<file path="src/rtl/legup_mutex_pkg.sv">
// legup_mutex_pkg
// Shared definitions for the hardware mutex client and slave:
// register-word addresses on the mutex slave, the "free" owner value and
// the client FSM state encoding.
package legup_mutex_pkg;

  // Word 0 holds the owner ID (write to acquire, read back to confirm),
  // word 1 is written with the owner ID to release.
  localparam logic        MUTEX_ADDR_ACQUIRE = 1'b0;
  localparam logic        MUTEX_ADDR_RELEASE = 1'b1;

  // An owner value of zero means nobody holds the mutex.
  localparam logic [31:0] MUTEX_OWNER_FREE   = 32'h0;

  typedef enum logic [2:0] {
    ST_IDLE,
    ST_ACQ_WR,
    ST_ACQ_RD,
    ST_BACKOFF,
    ST_HELD,
    ST_REL_WR
  } mutex_client_state_t;

endpackage

</file>
<file path="src/rtl/legup_mutex_client_if.sv">
// legup_mutex_client_if
// Avalon-MM bundle between a mutex client (master) and the interconnect /
// mutex slave.
//   avm_address      0 = acquire/owner word, 1 = release word
//   avm_read         read strobe
//   avm_write        write strobe
//   avm_writedata    32-bit write data (owner ID)
//   avm_readdata     32-bit read data (current owner), zero read latency
//   avm_waitrequest  stalls the current read or write
interface legup_mutex_client_if;

  logic        avm_address;
  logic        avm_read;
  logic        avm_write;
  logic [31:0] avm_writedata;
  logic [31:0] avm_readdata;
  logic        avm_waitrequest;

  modport master (
    output avm_address, avm_read, avm_write, avm_writedata,
    input  avm_readdata, avm_waitrequest
  );

  modport slave (
    input  avm_address, avm_read, avm_write, avm_writedata,
    output avm_readdata, avm_waitrequest
  );

endinterface

</file>
<file path="src/rtl/legup_mutex_backoff.sv">
// legup_mutex_backoff
// Exponential backoff timer for the mutex client. Holds the current backoff
// length (1, 2, 4, ... saturating at all-ones) and a down-counter loaded
// from it after each failed acquire.
//   clk, reset_n  clock and asynchronous active-low reset
//   init_i        restart the length at 1 (new lock request)
//   load_i        start a backoff wait of the current length
//   tick_i        high while the client is waiting in backoff
//   expired_o     the wait is over on the current tick
module legup_mutex_backoff #(
  parameter int BACKOFF_W = 8
) (
  input  logic clk,
  input  logic reset_n,
  input  logic init_i,
  input  logic load_i,
  input  logic tick_i,
  output logic expired_o
);

  logic [BACKOFF_W-1:0] length_q;
  logic [BACKOFF_W-1:0] count_q;

  // The counter is loaded with length-1 so that a length of L keeps the
  // client off the bus for exactly L cycles. The length doubles on the tick
  // that ends a wait, and sticks at all-ones once the top bit is reached.
  always_ff @(posedge clk or negedge reset_n) begin
    if (!reset_n) begin
      length_q <= BACKOFF_W'(1);
      count_q  <= '0;
    end else begin
      if (init_i) begin
        length_q <= BACKOFF_W'(1);
      end else if (tick_i && (count_q == '0)) begin
        length_q <= length_q[BACKOFF_W-1] ? '1 : {length_q[BACKOFF_W-2:0], 1'b0};
      end

      if (load_i) begin
        count_q <= length_q - BACKOFF_W'(1);
      end else if (tick_i && (count_q != '0)) begin
        count_q <= count_q - BACKOFF_W'(1);
      end
    end
  end

  assign expired_o = (count_q == '0);

endmodule

</file>
<file path="src/rtl/legup_mutex_client.sv">
// legup_mutex_client
// Avalon-MM master that acquires and releases one hardware mutex on behalf
// of an accelerator: acquire-write, owner read-back, exponential backoff on
// contention, release-write.
//   clk, reset_n   clock and asynchronous active-low reset
//   lock_req       level request to acquire the mutex
//   unlock_req     level request to release the mutex
//   done           one-cycle pulse when a request completes
//   locked         high while this client owns the mutex
//   retries        failed acquire attempts in the current request (saturating)
//   avm            Avalon-MM master port towards the mutex slave
module legup_mutex_client
  import legup_mutex_pkg::*;
#(
  parameter logic [31:0] ACCEL_ID  = 32'h0000_0001,
  parameter int          BACKOFF_W = 8,
  parameter int          RETRY_W   = 16
) (
  input  logic               clk,
  input  logic               reset_n,
  input  logic               lock_req,
  input  logic               unlock_req,
  output logic               done,
  output logic               locked,
  output logic [RETRY_W-1:0] retries,
  legup_mutex_client_if.master avm
);

  mutex_client_state_t state_q;
  logic                done_q;
  logic                locked_q;
  logic [RETRY_W-1:0]  retries_q;
  logic                avmRead_q;
  logic                avmWrite_q;
  logic                avmAddr_q;
  logic [31:0]         avmWdata_q;

  logic acquireOk;
  logic backoffInit;
  logic backoffLoad;
  logic backoffTick;
  logic backoffExpired;

  assign acquireOk   = (avm.avm_readdata == ACCEL_ID);
  assign backoffInit = (state_q == ST_IDLE) && lock_req;
  assign backoffLoad = (state_q == ST_ACQ_RD) && !avm.avm_waitrequest && !acquireOk;
  assign backoffTick = (state_q == ST_BACKOFF);

  legup_mutex_backoff #(
    .BACKOFF_W (BACKOFF_W)
  ) u_backoff (
    .clk       (clk),
    .reset_n   (reset_n),
    .init_i    (backoffInit),
    .load_i    (backoffLoad),
    .tick_i    (backoffTick),
    .expired_o (backoffExpired)
  );

  // Client FSM. Bus strobes, address and data are registered together with
  // the state so they are only ever changed on an accepted transfer, which
  // keeps them stable across waitrequest stalls.
  always_ff @(posedge clk or negedge reset_n) begin
    if (!reset_n) begin
      state_q    <= ST_IDLE;
      done_q     <= 1'b0;
      locked_q   <= 1'b0;
      retries_q  <= '0;
      avmRead_q  <= 1'b0;
      avmWrite_q <= 1'b0;
      avmAddr_q  <= MUTEX_ADDR_ACQUIRE;
      avmWdata_q <= MUTEX_OWNER_FREE;
    end else begin
      done_q <= 1'b0;
      case (state_q)
        ST_IDLE: begin
          if (lock_req) begin
            state_q    <= ST_ACQ_WR;
            retries_q  <= '0;
            avmWrite_q <= 1'b1;
            avmAddr_q  <= MUTEX_ADDR_ACQUIRE;
            avmWdata_q <= ACCEL_ID;
          end else if (unlock_req) begin
            done_q <= 1'b1;
          end
        end
        ST_ACQ_WR: begin
          if (!avm.avm_waitrequest) begin
            state_q    <= ST_ACQ_RD;
            avmWrite_q <= 1'b0;
            avmRead_q  <= 1'b1;
            avmWdata_q <= MUTEX_OWNER_FREE;
          end
        end
        ST_ACQ_RD: begin
          if (!avm.avm_waitrequest) begin
            avmRead_q <= 1'b0;
            if (acquireOk) begin
              state_q  <= ST_HELD;
              locked_q <= 1'b1;
              done_q   <= 1'b1;
            end else begin
              state_q <= ST_BACKOFF;
              if (retries_q != '1) begin
                retries_q <= retries_q + RETRY_W'(1);
              end
            end
          end
        end
        ST_BACKOFF: begin
          if (backoffExpired) begin
            state_q    <= ST_ACQ_WR;
            avmWrite_q <= 1'b1;
            avmAddr_q  <= MUTEX_ADDR_ACQUIRE;
            avmWdata_q <= ACCEL_ID;
          end
        end
        ST_HELD: begin
          if (unlock_req) begin
            state_q    <= ST_REL_WR;
            avmWrite_q <= 1'b1;
            avmAddr_q  <= MUTEX_ADDR_RELEASE;
            avmWdata_q <= ACCEL_ID;
          end else if (lock_req) begin
            done_q <= 1'b1;
          end
        end
        ST_REL_WR: begin
          if (!avm.avm_waitrequest) begin
            state_q    <= ST_IDLE;
            avmWrite_q <= 1'b0;
            avmAddr_q  <= MUTEX_ADDR_ACQUIRE;
            avmWdata_q <= MUTEX_OWNER_FREE;
            locked_q   <= 1'b0;
            done_q     <= 1'b1;
          end
        end
        default: begin
          state_q <= ST_IDLE;
        end
      endcase
    end
  end

  assign done              = done_q;
  assign locked            = locked_q;
  assign retries           = retries_q;
  assign avm.avm_read      = avmRead_q;
  assign avm.avm_write     = avmWrite_q;
  assign avm.avm_address   = avmAddr_q;
  assign avm.avm_writedata = avmWdata_q;

endmodule

</file>
<file path="src/flat_wrapper.sv">
// flat-port wrapper written by rule: the top's interface ports become plain ports
module legup_mutex_client_flat import legup_mutex_pkg::*;
#(
  parameter logic [31:0] ACCEL_ID  = 32'h0000_0001,
  parameter int          BACKOFF_W = 8,
  parameter int          RETRY_W   = 16
)
  (clk, reset_n, lock_req, unlock_req, done, locked, retries, avm_avm_address, avm_avm_read, avm_avm_write, avm_avm_writedata, avm_avm_readdata, avm_avm_waitrequest);
  legup_mutex_client_if avm_i ();
  input  logic clk;
  input  logic reset_n;
  input  logic lock_req;
  input  logic unlock_req;
  output logic done;
  output logic locked;
  output logic [RETRY_W-1:0] retries;
  output wire logic [$bits(avm_i.avm_address)-1:0] avm_avm_address;
  output wire logic [$bits(avm_i.avm_read)-1:0] avm_avm_read;
  output wire logic [$bits(avm_i.avm_write)-1:0] avm_avm_write;
  output wire logic [$bits(avm_i.avm_writedata)-1:0] avm_avm_writedata;
  input wire logic [$bits(avm_i.avm_readdata)-1:0] avm_avm_readdata;
  input wire logic [$bits(avm_i.avm_waitrequest)-1:0] avm_avm_waitrequest;
  assign avm_avm_address = avm_i.avm_address;
  assign avm_avm_read = avm_i.avm_read;
  assign avm_avm_write = avm_i.avm_write;
  assign avm_avm_writedata = avm_i.avm_writedata;
  assign avm_i.avm_readdata = avm_avm_readdata;
  assign avm_i.avm_waitrequest = avm_avm_waitrequest;
  legup_mutex_client #(.ACCEL_ID(ACCEL_ID), .BACKOFF_W(BACKOFF_W), .RETRY_W(RETRY_W)) u_core (.clk(clk), .reset_n(reset_n), .lock_req(lock_req), .unlock_req(unlock_req), .done(done), .locked(locked), .retries(retries), .avm(avm_i));
endmodule
</file>
<file path="config.mk">
export PLATFORM = sky130hd
export DESIGN_NAME = legup_mutex_client_flat
export DESIGN_NICKNAME = d
export VERILOG_FILES = /design/src/rtl/legup_mutex_pkg.sv /design/src/rtl/legup_mutex_client_if.sv /design/src/rtl/legup_mutex_backoff.sv /design/src/rtl/legup_mutex_client.sv /design/src/flat_wrapper.sv
export SDC_FILE = /design/constraint.sdc
export NUM_CORES = 1
export LEC_CHECK = 0
export CORE_AREA = 3 3 95 106
export CTS_BUF_LIST = sky130_fd_sc_hd__clkbuf_8
export CTS_CLUSTER_SIZE = 14
export DETAILED_ROUTE_END_ITERATION = 8
export DIE_AREA = 0 0 98 109
export GPL_TIMING_DRIVEN = 0
export PLACE_DENSITY_LB_ADDON = 0.08
export REMOVE_ABC_BUFFERS = 1
export SLEW_MARGIN = 20
export SYNTH_ARGS = -nofsm -noshare
export SYNTH_HDL_FRONTEND = slang
export SYNTH_SLANG_ARGS = --single-unit
</file>
<file path="constraint.sdc">
create_clock -name clk -period 2.8 [get_ports clk]
set_input_delay 0.56 -clock clk [delete_from_list [all_inputs] [get_ports clk]]
set_output_delay 0.56 -clock clk [all_outputs]
set_load 0.05 [all_outputs]
</file>
# --- Yosys cells after proc, flatten, opt, wreduce, memory -nomap -nowiden ---
# Cells that the tools add are included.
word_totals:
  regBits: 72
  out_inout_bits: 53
classes:
  add_sub_neg: 3
  n_eq_ne: 17
  muxes: 44
  reduce_logical: 24
ops:
  columns: ["cell", "count"]
  rows:
  - ["32-bit two-way mux", 4]
  - ["32-bit one-hot mux with 4 select lines", 1]
  - ["16-bit two-way mux", 4]
  - ["8-bit two-way mux", 5]
  - ["32-bit by 1-bit == test with 1-bit output, second input constant", 1]
  - ["16-bit one-hot mux with 2 select lines", 1]
  - ["3-bit two-way mux", 7]
  - ["3-bit one-hot mux with 6 select lines", 1]
  - ["16-bit by 1-bit adder with 16-bit output, second input constant", 1]
  - ["1-bit two-way mux", 16]
  - ["16-bit inequality test, second input constant", 1]
  - ["2-bit inequality test, second input constant", 8]
  - ["8-bit by 1-bit subtractor with 8-bit output, second input constant", 2]
  - ["5-bit AND reduction", 3]
  - ["1-bit one-hot mux with 4 select lines", 3]
  - ["2-bit nonzero test", 5]
  - ["8-bit logical NOT", 1]
  - ["4-bit nonzero test", 2]
  - ["8-bit nonzero test", 1]
  - ["3-bit by 2-bit == test with 1-bit output, second input constant", 2]
  - ["3-bit == test, second input constant", 2]
  - ["6-bit AND reduction", 1]
  - ["1-bit logical AND", 5]
  - ["2-bit by 1-bit inequality test with 1-bit output, second input constant", 2]
  - ["other kinds (7)", 9]

# --- Depth between registers and ports, before layout ---
depth:
  ltp_word: 5
  mapped_depth: 11
  mapped_depth_nobuf: 10

# --- Hierarchy ---
# From an unflattened synthesis, not the netlist that was laid out.
hier_totals:
  hier_cells: 309
  area_unflattened_um2: 2857.7
by_module_without_submodules:
  columns: ["mod", "instances", "cells_each", "area_per_inst_um2", "seq_area_each_um2"]
  rows:
  - ["legup_mutex_client", 1, 216, 1914.3, 600.6]
  - ["legup_mutex_backoff", 1, 93, 943.4, 401.6]

# --- Least setup slack after synthesis ---
# No wires, ideal clock.
synth_timing:
  path_type: "in2reg"
  start: "in avm_avm_readdata[1]"
  end: "reg u_core.u_backoff.count_q[6]"
  setup_ps: 77
  arrival_time_ps: 3005
  t_required_ps: 2723
  setup_slack_ps: -282
  path_stages: 10
  path_buffers: 0
  path_cell_list: "nor4b_1 -> nand4_1 -> o21ai_1 -> mux2i_1 -> ha_1 -> or3b_2 -> a211oi_1 -> nand2_1 -> xor2_1 -> a21oi_1"
synth_between:
  elab_chain_len: 4
  elab_cells_between_ends: 5
  classes_between: "eq/ne (1); mux (1); reduce/logical (3)"
synth_lines:
  columns: ["element", "line_no", "rtl"]
  rows:
  - ["start, declared", "flat_wrapper.sv:21", "input wire logic [$bits(avm_i.avm_readdata)-1:0] avm_avm_readdata;"]
  - ["32-bit by 1-bit == test with 1-bit output (*)", "legup_mutex_client.sv:44", "assign acquireOk = (avm.avm_readdata == ACCEL_ID);"]
  - ["1-bit logical NOT (*)", "legup_mutex_client.sv:46", "assign backoffLoad = (state_q == ST_ACQ_RD) && !avm.avm_waitrequest && !acquireOk;"]
  - ["1-bit logical AND (*)", "legup_mutex_client.sv:46", null]
  - ["8-bit two-way mux / 2-bit nonzero test (equally long branches)", null, null]
  - ["end signal, assigned", "legup_mutex_backoff.sv:39", "count_q <= length_q - BACKOFF_W'(1);"]
  - ["end signal, assigned", "legup_mutex_backoff.sv:41", "count_q <= count_q - BACKOFF_W'(1);"]
  - ["end, declared", "legup_mutex_backoff.sv:22", "logic [BACKOFF_W-1:0] count_q;"]
# Mark *: on every way between the ends. The rest lies on a longest branch, timed or not.
# A chain may end at the register's enable or synchronous reset.

# --- Final worst setup path ---
layout_timing:
  start: "in avm_avm_readdata[23]"
  end: "reg u_core.u_backoff.count_q[6]"
# The elaborated chain is that of the path after synthesis.

==> flow_summary.toml <==
[cts]
insertion_delay_ns = 0.30
cts_tree = "built"
holdBufCountCts = 0
path_clk_slew_ns = 0.09
htreeDepth = 2
cts_sinks = 40
cts_buffers = 5
root_buffer = "clkbuf_8"
cts_buffer_depth = 2

[floorplanning]
die_h_um = 109
core_sq_um = 8960
die_w_um = 98
rows = 36
start_util_pct = 29.9
io_pins = 90
die_area_sq_um = 10700

[yosys]
synth_seq_area_share_pct = 37.4
async_reset_ff_share_pct = 100
syn_area_sq_um = 2680
avgSynthCellArea_sq_um = 8.61
synth_top_area_share_pct = 36.4
yosysUniqueCellTypes = 54
synth_edf_count = 0
synth_seq_cells = 40
ys.flop_type = "dfrtp_1"
yosysTopAreaCell = "dfrtp_1"
ys_warn_count = 0
synth_area_leaders = "dfrtp_1 (36%), buf_4 (9.3%), nand3_1 (3.9%)"
syn_inst = 311

[global_route]
antenna_found_initial = 0
grt_pass1_vias = 2391
grt_pass1_wl_mm = 12.3
grtUsageTotal_pct = 14.2
overflow = 0
grt_max_degree = 25

[timing]
hold_violations = 0
worst_pin_slew_ns = 0.697
finalSetupTns_ns = 0
rsz0062_at_grt = "no"
finalCritPeriodShare_pct = 97.5
max_freq_ghz = 0.366
setup_viol_count_final = 0
slew_headroom_pct = 53.4
fin_worst_skew_ns = 0.00845
drv_slew = 0
finalWorstPathRequiredPeriod_ns = 2.73
whs_ns = 0.191

[setup_path]
r2r_setup_slack_ns = 0.12
critical_path.max_stage_delay_ns = 0.39
cp-start-kind = "primary input"
r2r_start = "u_core.state_q[0]$_DFFE_PN0P_"
critPathCaptureType = "register"
r2r-end = "u_core.u_backoff.count_q[6]$_DFFE_PN0P_"
crit_start = "avm_avm_readdata[23]"
arrival_ns = 2.96
crit_path_cell_trace = "dlygate4sd2_1 > nor4_2 > nand4_1 > buf_4 > o21ai_4 > mux2i_1 > ha_2 > or3b_4 > a211oi_4 > nand2_1 > xor2_1 > a21oi_1"
cp_slowest_cell = "or3b_4"
critical_path_class = "primary input to register"
worstPathRequired_ns = 3.03
crit_fanout = 4
rr_worst_depth = 10

[drt]
routedWlPerCell_um = 14.9
dr.pass1.iters = 4
ant_nets = 0
drt_wl_total_mm = 7.31
viasPerCell = 4.90
num_vias = 2406
drc = 0
drtIter0Drc = 99

[placement]
gp_congestion = 0.729
placed_area_sq_um = 3240
dp_hpwl_mm = 5.27
post-place-cells = 469
io_buffer_count = 58

[cells_and_area]
area_growth_pct = 31.8
layout-drive-gt1-share_pct = 16.2
final_common_cell = "dfrtp_1"
stdcell_count = 491
diodes = 0
fin_area_sq_um = 3530
layout.nets = 415
most-common-layout-cells = "dfrtp_1 (36), conb_1 (31), nor2_1 (26), nand2_1 (26)"

[power_and_ir_drop]
leakagePower_nw = 1.50
ir_drop_mv = 0.224
powerDensity_nw_per_um2 = 801

[hold_path]
hp-class = "primary input to async pin"

[status]
outcome = "finished, final reports clean"

[flow_run]
max-cap-violations = 0
power by group:
| group | total [mW] | internal (mW) | switching [mW] | leakage, nW |
|---|---|---|---|---|
| Combinational | 1.38 | 0.564 | 0.811 | 0.933 |
| Clock | 0.486 | 0.264 | 0.222 | 0.0541 |
| Sequential | 0.965 | 0.744 | 0.222 | 0.512 |
cell type report:
class | count | area (sq um)
Clock buffer | 5 | 68.8
Clock inverter | 3 | 42.5
Fill cell | 936 | 5430
Inverter | 8 | 30.0
Multi-Input combinational cell | 245 | 1530
Sequential cell | 40 | 1010
Tap cell | 114 | 143
Timing Repair Buffer | 76 | 707
kinds of logic (layout without fill, tap and decap cells):
logic type	after synthesis	in the layout	share of synthesized area [%]
compound gates	65	65	15.8
xor+xnor	11	11	3.60
fa+ha+maj	2	2	0.934
buf+inv	56	92	13.3
flops	40	40	37.4
mux	5	5	1.92
other cells	1	31	0.140
simple gates	131	131	26.8
worst max path at each step:
stage | slack (ns) | endpoint | cells after the start
after floorplan | -0.61 | u_core.u_backoff.count_q[6]$_DFFE_PN0P_ | 10
after global placement | -1.73 | u_core.u_backoff.count_q[6]$_DFFE_PN0P_ | 11
after detailed placement | -1.32 | u_core.u_backoff.count_q[6]$_DFFE_PN0P_ | 11
after CTS | 0.006 | u_core.u_backoff.count_q[4]$_DFFE_PN0P_ | 10
after global routing | 0.003 | u_core.u_backoff.count_q[4]$_DFFE_PN0P_ | 12
final | 0.07 | u_core.u_backoff.count_q[6]$_DFFE_PN0P_ | 12
registers in the layout, summed over array words and instances (netlist names):
name / flops
u_core.retries: 16
u_core.u_backoff.count_q: 8
u_core.u_backoff.length_q: 8
u_core.state_q: 3
u_core.avm.avm_address: 1
u_core.avm.avm_read: 1
u_core.avm.avm_writedata: 1
u_core.done: 1
u_core.locked: 1
layer usage:
| layer | track usage, % | wire length (um) | vias up |
|---|---|---|---|
| li1 | - | - | 1201 |
| met1 | 19.0 | 3470 | 1164 |
| met2 | 23.6 | 3550 | 35 |
| met3 | 2.94 | 214 | 6 |
| met4 | 3.56 | 76 | 0 |
| met5 | 0 | 0 | - |
cell usage after synthesis, types with 3 or more instances:
cell type and number:
o211ai_1 6, clkbuf_1 9, or4_1 11, dfrtp_1 39, o21ai_0 15, inv_1 8
xnor2_1 4, nor3_1 10, nand3_1 21, nor2_1 27, nand2_1 26, a21oi_1 20
mux2i_1 4, nand4_1 8, o31ai_1 8, xor2_1 7, nor4_1 9, or3_1 3
buf_4 33
critical path: cells and delay by family:
kind / cells / cell delay [ns]
buffers and inverters: 2 / 0.41
XOR/XNOR: 1 / 0.15
AO/OA/AOI/OAI: 3 / 0.52
adder cells (fa/ha/maj): 1 / 0.20
multiplexers: 1 / 0.23
AND/OR/NAND/NOR: 4 / 0.90
through the flow:
stage          setup slack (ns)  total power, mW  utilization, %
3_3_place_gp              -1.73             2.20            35.6
4_1_cts                 0.00596             2.80            38.8
5_1_grt                 0.00262             3.05            39.4
6_report                 0.0703             2.83            39.4
2_1_floorplan            -0.613             1.84               -
3_5_place_dp              -1.32             2.22            36.2
timing repair:
action | in CTS | in global routing
pin swaps | 17 | 11
hold endpoints to repair | 0 | 0
gates cloned | 0 | 0
setup endpoints to repair | 3 | 2
gates resized for setup | 47 | 8
buffers inserted | 9 | 5
No activity file was read; power rests on OpenSTA's default activity.
